<file path="src/rtl/reg_bank_ctrl.sv">
// rtl/reg_bank_ctrl.sv - parametrised register bank with byte-strobed writes,
// a read-only upper region, error pulses and a fixed read latency.
module reg_bank_ctrl #(
  parameter int ADDR_WIDTH = 8,
  parameter int DATA_WIDTH = 16,
  parameter int DEPTH = 200,
  parameter int RO_BASE = 192,
  parameter logic [DATA_WIDTH-1:0] RESET_VAL = 16'h1234,
  parameter int RD_LATENCY = 2
) (
  input  logic                    clk,
  input  logic                    rstn,
  input  logic                    sel,
  input  logic                    wr,
  input  logic [ADDR_WIDTH-1:0]   addr,
  input  logic [DATA_WIDTH-1:0]   wdata,
  input  logic [DATA_WIDTH/8-1:0] wstrb,
  output logic [DATA_WIDTH-1:0]   rdata,
  output logic                    ready,
  output logic                    err
);

  localparam int NB = DATA_WIDTH / 8;
  localparam int IW = (DEPTH > 1) ? $clog2(DEPTH) : 1;

  typedef enum logic {IDLE, RD_WAIT} state_t;

  state_t                state, state_nxt;
  logic [3:0]            cnt;
  logic [ADDR_WIDTH-1:0] rd_addr;
  logic [DATA_WIDTH-1:0] mem [DEPTH];

  logic accept, rd_done, addr_rw, rd_addr_ok;

  // Full-width unsigned compares so out-of-range indices never alias.
  assign addr_rw    = 32'(addr) < 32'(RO_BASE);
  assign rd_addr_ok = 32'(rd_addr) < 32'(DEPTH);
  assign accept     = sel && ready;
  assign rd_done    = (state == RD_WAIT) && (cnt == 4'd0);

  always_ff @(posedge clk or negedge rstn) begin
    if (!rstn) state <= IDLE;
    else       state <= state_nxt;
  end

  always_comb begin
    state_nxt = state;
    ready     = 1'b0;
    case (state)
      IDLE: begin
        ready = 1'b1;
        if (accept && !wr) state_nxt = RD_WAIT;
      end
      RD_WAIT: begin
        if (cnt == 4'd0) state_nxt = IDLE;
      end
      default: state_nxt = IDLE;
    endcase
  end

  always_ff @(posedge clk or negedge rstn) begin
    if (!rstn) begin
      cnt     <= 4'd0;
      rd_addr <= '0;
      rdata   <= '0;
      err     <= 1'b0;
      for (int i = 0; i < DEPTH; i++) mem[i] <= RESET_VAL;
    end else begin
      err <= 1'b0;
      if (accept && wr) begin
        if (addr_rw) begin
          for (int b = 0; b < NB; b++)
            if (wstrb[b]) mem[addr[IW-1:0]][8*b +: 8] <= wdata[8*b +: 8];
        end else begin
          err <= 1'b1;
        end
      end
      if (accept && !wr) begin
        rd_addr <= addr;
        cnt     <= 4'(RD_LATENCY - 1);
      end else if (state == RD_WAIT && cnt != 4'd0) begin
        cnt <= cnt - 4'd1;
      end
      // Memory is sampled at completion, so writes committed before the read are visible.
      if (rd_done) begin
        rdata <= rd_addr_ok ? mem[rd_addr[IW-1:0]] : '0;
        err   <= !rd_addr_ok;
      end
    end
  end

endmodule

</file>
<file path="config.mk">
export PLATFORM = sky130hd
export DESIGN_NAME = reg_bank_ctrl
export DESIGN_NICKNAME = d
export VERILOG_FILES = /design/src/rtl/reg_bank_ctrl.sv
export SDC_FILE = /design/constraint.sdc
export NUM_CORES = 2
export LEC_CHECK = 0
export CAP_MARGIN = 20
export CORE_MARGIN = 4
export CORE_UTILIZATION = 69
export DETAILED_ROUTE_END_ITERATION = 8
export MAX_ROUTING_LAYER = met4
export PLACE_DENSITY_LB_ADDON = 0.3
export SLEW_MARGIN = 5
export SYNTH_ARGS = -nofsm -noshare
export SYNTH_HDL_FRONTEND = slang
export SYNTH_SLANG_ARGS = --single-unit
</file>
<file path="constraint.sdc">
create_clock -name clk -period 8.46 [get_ports clk]
set_clock_uncertainty 0.2 [all_clocks]
set_input_delay 2.115 -clock clk [delete_from_list [all_inputs] [get_ports clk]]
set_output_delay 2.115 -clock clk [all_outputs]
set_load 0.01 [all_outputs]
</file>
# Word level (Yosys, flattened, before mapping)
# Index checks and enable logic that the tools add are counted.
# totals
inputBits	30
output_inout_bits	18
word_cells	249
reg_bits	3230
# classes
bitwise_logic	3
mux	23
magnitude_cmp	5
reduce_logical	12
n_addsub	1
# op_table
cell	count
$mux W3200	4
$bwmux W3200	2
$demux W16 S8	2
$bmux W16 S8	1
$mux W16	4
$ge A9 B9 Y1 const B	2
$not A8 Y9	2
$lt A8 B8 Y1 const B	2
$lt A9 B1 Y1 const B	1
$mux W4	2
$mux W8	1
$logic_and A1 B1 Y1	6
$mux W1	6
$logic_not A4 Y1	1
$reduce_bool A4 Y1	1
$sub A4 B1 Y4 const B	1
$logic_not A1 Y1	2
$pmux W1 S2	1
$reduce_and A2 Y1	1
$reduce_bool A2 Y1	1
$not A1 Y1	1

# Longest topological paths before layout
# depth
depth_word	11
mapped_depth	13
ltp_nobuf	9

# Worst setup path before layout
# No wires, ideal clock.
# synth_path
path_kind	input port to flip-flop
startpoint	in wr
endpoint	reg mem[1248] (netlist name)
required_time_ps	8135
path_slack_ps	4247
cell_stages	9
setup_ps	125
path_buffers	3
arrival_time_ps	3888
path_cell_list	and3b_1 > clkbuf_1 > nor2b_1 > and3_1 > clkbuf_1 > nand2_1 > buf_2 > nor2_2 > mux2_2
# synth_between
elab_chain_len	2
# synth_lines
item	line	text
from (decl)	14	input logic wr,
$logic_and A1 B1 Y1	70	if (accept && wr) begin
$reduce_and A2 Y1 (no line)	--	
to (signal, indexed assignment)	73	if (wstrb[b]) mem[addr[IW-1:0]][8*b +: 8] <= wdata[8*b +: 8];
to (decl)	31	logic [DATA_WIDTH-1:0] mem [DEPTH];
# Every way passes these cells.
# A chain may end at the register's enable or synchronous reset.

# Worst setup path in the final report
# layout_path
startpoint	in addr[4]
endpoint	reg mem[2246] (netlist name)
# layout_between
elab_chain_len	11
elab_cells_between_ends	15
cone_classes	order compare (3); mux (9); bitwise (1); reduce/logical (2)
# layout_lines
item	line	text
from (decl)	15	input logic [ADDR_WIDTH-1:0] addr,
$not A8 Y9 (implied by the code)	73	
$ge A9 B9 Y1 (implied by the code) or $lt A9 B1 Y1 (tied branches)	73	
$logic_and A1 B1 Y1 (implied by the code)	73	
$mux W8 (implied by the code)	73	
$demux W16 S8	73	
$bwmux W3200	73	
$mux W3200	73	
$mux W3200	71	if (addr_rw) begin
$mux W3200	70	
$bwmux W3200	73	
$mux W3200	73	
# Parallel ways exist; a longest one is shown, timed or not. The select of a mux whose other input is x is not followed.

==> summary.md <==
| Metric | Value |
|---|---|
| Post-Syn Instances | 9339 |
| CTS max path bufs | 4 |
| CTS Root Cell | clkbuf_16 |
| Slowest stage cell, crit path | nor2_1 |
| Layout net count | 9134 |
| Gr usage total | 37.8% |
| First-pass GRT wire length | 606 mm |
| Most common cell in the netlist | mux2_2 |
| Row count | 169 |
| Buf/Inv on CP | 2 |
| CP Data Required Time | 9040 ps |
| EDFF count, synth | 0 |
| Multi-input gate area | 0.0620 mm² |
| Crit path DAT | 5910 ps |
| Final number of hold-violating endpoints | 0 |
| Top Metal Used | met4 |
| CTS tree | done |
| Die Wd | 471 µm |
| IR drop worst, VDD | 0.353 mV |
| FMAX | 188 MHz |
| Max_slew headroom | 12.6% |
| CP top delay family | simple AND/OR/NAND/NOR gates |
| DRT antenna net count | 0 |
| # H-tree levels | 5 |
| Top cell type's share of synthesized area | 37.7% |
| Max incr delay on CP | 1110 ps |
| Period minus WS final | 5330 ps |
| Worst Hold Class | register to register |
| Final setup fails | 0 |
| Number of global-route vias before repair | 90900 |
| First drt pass iteration count | 7 |
| Vias/cell | 7.06 |
| Status | finished clean |
| Synth warn | 0 |
| Max Cap Viol | 0 |
| Area of the core | 0.213 mm² |
| Drt drc | 0 |
| Crit. Startpoint | addr[4] |
| P per Cell Area | 248 mW/mm² |
| Flops & latches, synth | 3230 |
| Area growth, synth to finish | 8.95% |
| Post-Syn Area | 0.148 mm² |
| Share of cells above drive strength 1 | 61.8% |
| M1 wire length | 153 mm |
| Worst Setup End Kind | register |
| Fin crit share | 63.0% |
| WS Path Type | input pin to register |
| IO Port Bufs | 47 |
| Drt initial violations | 8526 |
| Initial Util | 69.6% |
| Post-CTS Setup Bufs | 0 |
| Fin Setup TNS | 0 ps |
| Routed WL | 402 mm |
| Fill cell count | 11900 |
| Routed wire per std cell | 33.0 µm |
| Least-Margin Pin Slew | 1300 ps |
| Number of buffers created by CTS | 337 |
| Cts hold-fix bufs | 0 |
| Ys flop type | dfrtp_1 |
| RSZ-0062 raised after global routing | false |
| Worst-Skew Late Latency | 950 ps |
| Via Count | 86200 |
| Synth top area cells | dfrtp_1, mux2_2, dfstp_2 |
| Total grt overflow | 0 |
| I/O pin count | 48 |
| Cts repair resizes | 0 |
| Syn_area_per_cell | 15.9 µm² |
| Seq/Total Area, Yosys | 55.4% |
| Die Y | 471 µm |
| CTS sink cnt | 3230 |
| Gpl congestion | 0.905 |
| Hold_ws | 164 ps |
| Post-synthesis cell type count | 79 |
| Lkg Pwr | 73.7 nW |
| Min-delay src | mem[57]$_DFFE_PN1P_ |
| Die area | 0.222 mm² |
| Met2 wire length | 185 mm |
| Syn_nets | 9371 |
| Sequential cell area | 0.0821 mm² |
| FFs w/ async S/R, synth | 100% |
| Commonest cells post-synth | mux2_2, dfrtp_1, dfstp_2 |
| Pins Over Slew Limit | 0 |
| Antenna violations before repair | 21 |
| Worst setup SP type | input pin |
| Reg2Reg Launch Point | rd_addr[1]$_DFFE_PN0P_ |
| Routed met3 length | 38.4 mm |
| Largest net degree at the start of global routing | 200 |
| Synth area leader | dfrtp_1 |
| Detailed Place HPWL | 249 mm |
| Cells along the critical path | clkdlybuf4s50_1 -> buf_4 -> and2_1 -> nand4_1 -> nor2_1 -> mux2_2 |
| CP max FO | 10 |
| Clock transition at path regs | 60 ps |
-- routing by layer --
metal  global-route usage (%)  vias up
met2                     54.7     4140
met5                        -        -
li1                         -    34300
met4                     20.5        0
met3                     10.0     1230
met1                     49.5    46600
-- layout by cell type (no fill, tap or decap), drive strengths merged, types with 10 or more instances in the layout --
cell / count
a211oi: 13
a21oi: 76
a221o: 14
a221oi: 48
a22oi: 58
a31oi: 13
buf: 215
bufinv: 25
clkbuf: 513
clkdlybuf4s50: 30
clkinv: 54
dfrtp: 2230
dfstp: 1000
diode: 24
inv: 15
mux2: 3090
mux2i: 262
mux4: 799
nand2: 277
nand2b: 16
nand3: 29
nor2: 312
nor2b: 18
nor3: 24
o211ai: 10
o21ai: 60
o221ai: 24
o22ai: 32
-- power breakdown --
part | switching (mW) | internal (mW) | leakage (nW)
clock | 6.09 | 8.92 | 5.50
combinational | 6.14 | 2.87 | 26.8
sequential | 0.302 | 15.7 | 41.4
-- cells by family after synthesis --
family | after synthesis | synth area share [%]
AO/OA/AOI/OAI | 405 | 1.93
XOR/XNOR | 2 | 0.0118
adder cells (fa/ha/maj) | 2 | 0.0169
buffers and inverters | 830 | 2.83
flip-flops | 3230 | 55.4
multiplexers | 4151 | 37.5
AND/OR/NAND/NOR | 719 | 2.25
-- metrics by stage --
stage,instance area [µm²],instances,setup slack (ps),power (mW),utilization (%)
after floorplan,148000,9339,4250,21.9,-
after global placement,150000,11600,2180,25.0,70.5
after detailed placement,150000,11600,2020,25.1,70.5
after CTS,161000,12200,2990,39.9,75.8
after global routing,161000,12200,3140,41.0,75.8
final,161000,12200,3130,40.1,75.8
-- registers in the layout (all words and copies together), names as in the netlist --
| signal | count |
|---|---|
| state | 1 |
| rdata | 16 |
| err | 1 |
| mem | 3200 |
| cnt | 4 |
| rd_addr | 8 |
-- path summary, 6_finish.rpt --
path / end / slack [ps] / cells past startpoint
min: mem[57]$_DFFE_PN1P_ / 160 / 0
min in group asynchronous: mem[840]$_DFFE_PN0P_ / 980 / 1
max: mem[2246]$_DFFE_PN0P_ / 3130 / 6
min reg2reg: mem[57]$_DFFE_PN1P_ / 160 / 0
max reg2reg: rdata[12]$_DFFE_PN0P_ / 3320 / 9
max in group asynchronous: mem[2857]$_DFFE_PN1P_ / 5000 / 3
-- cell type report --
cell class | instances | area share (%)
multi-input combinational | 5279 | 38.4
tap | 2821 | 2.19
clock buffer | 513 | 6.22
clock inverter | 91 | 0.700
inverter | 9 | 0.0256
antenna | 24 | 0.0372
sequential | 3230 | 50.9
timing repair buffer | 245 | 1.52
-- worst reg2reg max path, stage by stage, from the launching register on --
cell      delay, ps
dfrtp_4         770
buf_4           760
nor2b_4         430
buf_4           360
a221oi_1        650
o21ai_0         210
a21boi_0        680
a311o_1         360
o41ai_2         290
a221oi_1        350
(Power assumes the default switching activity.)
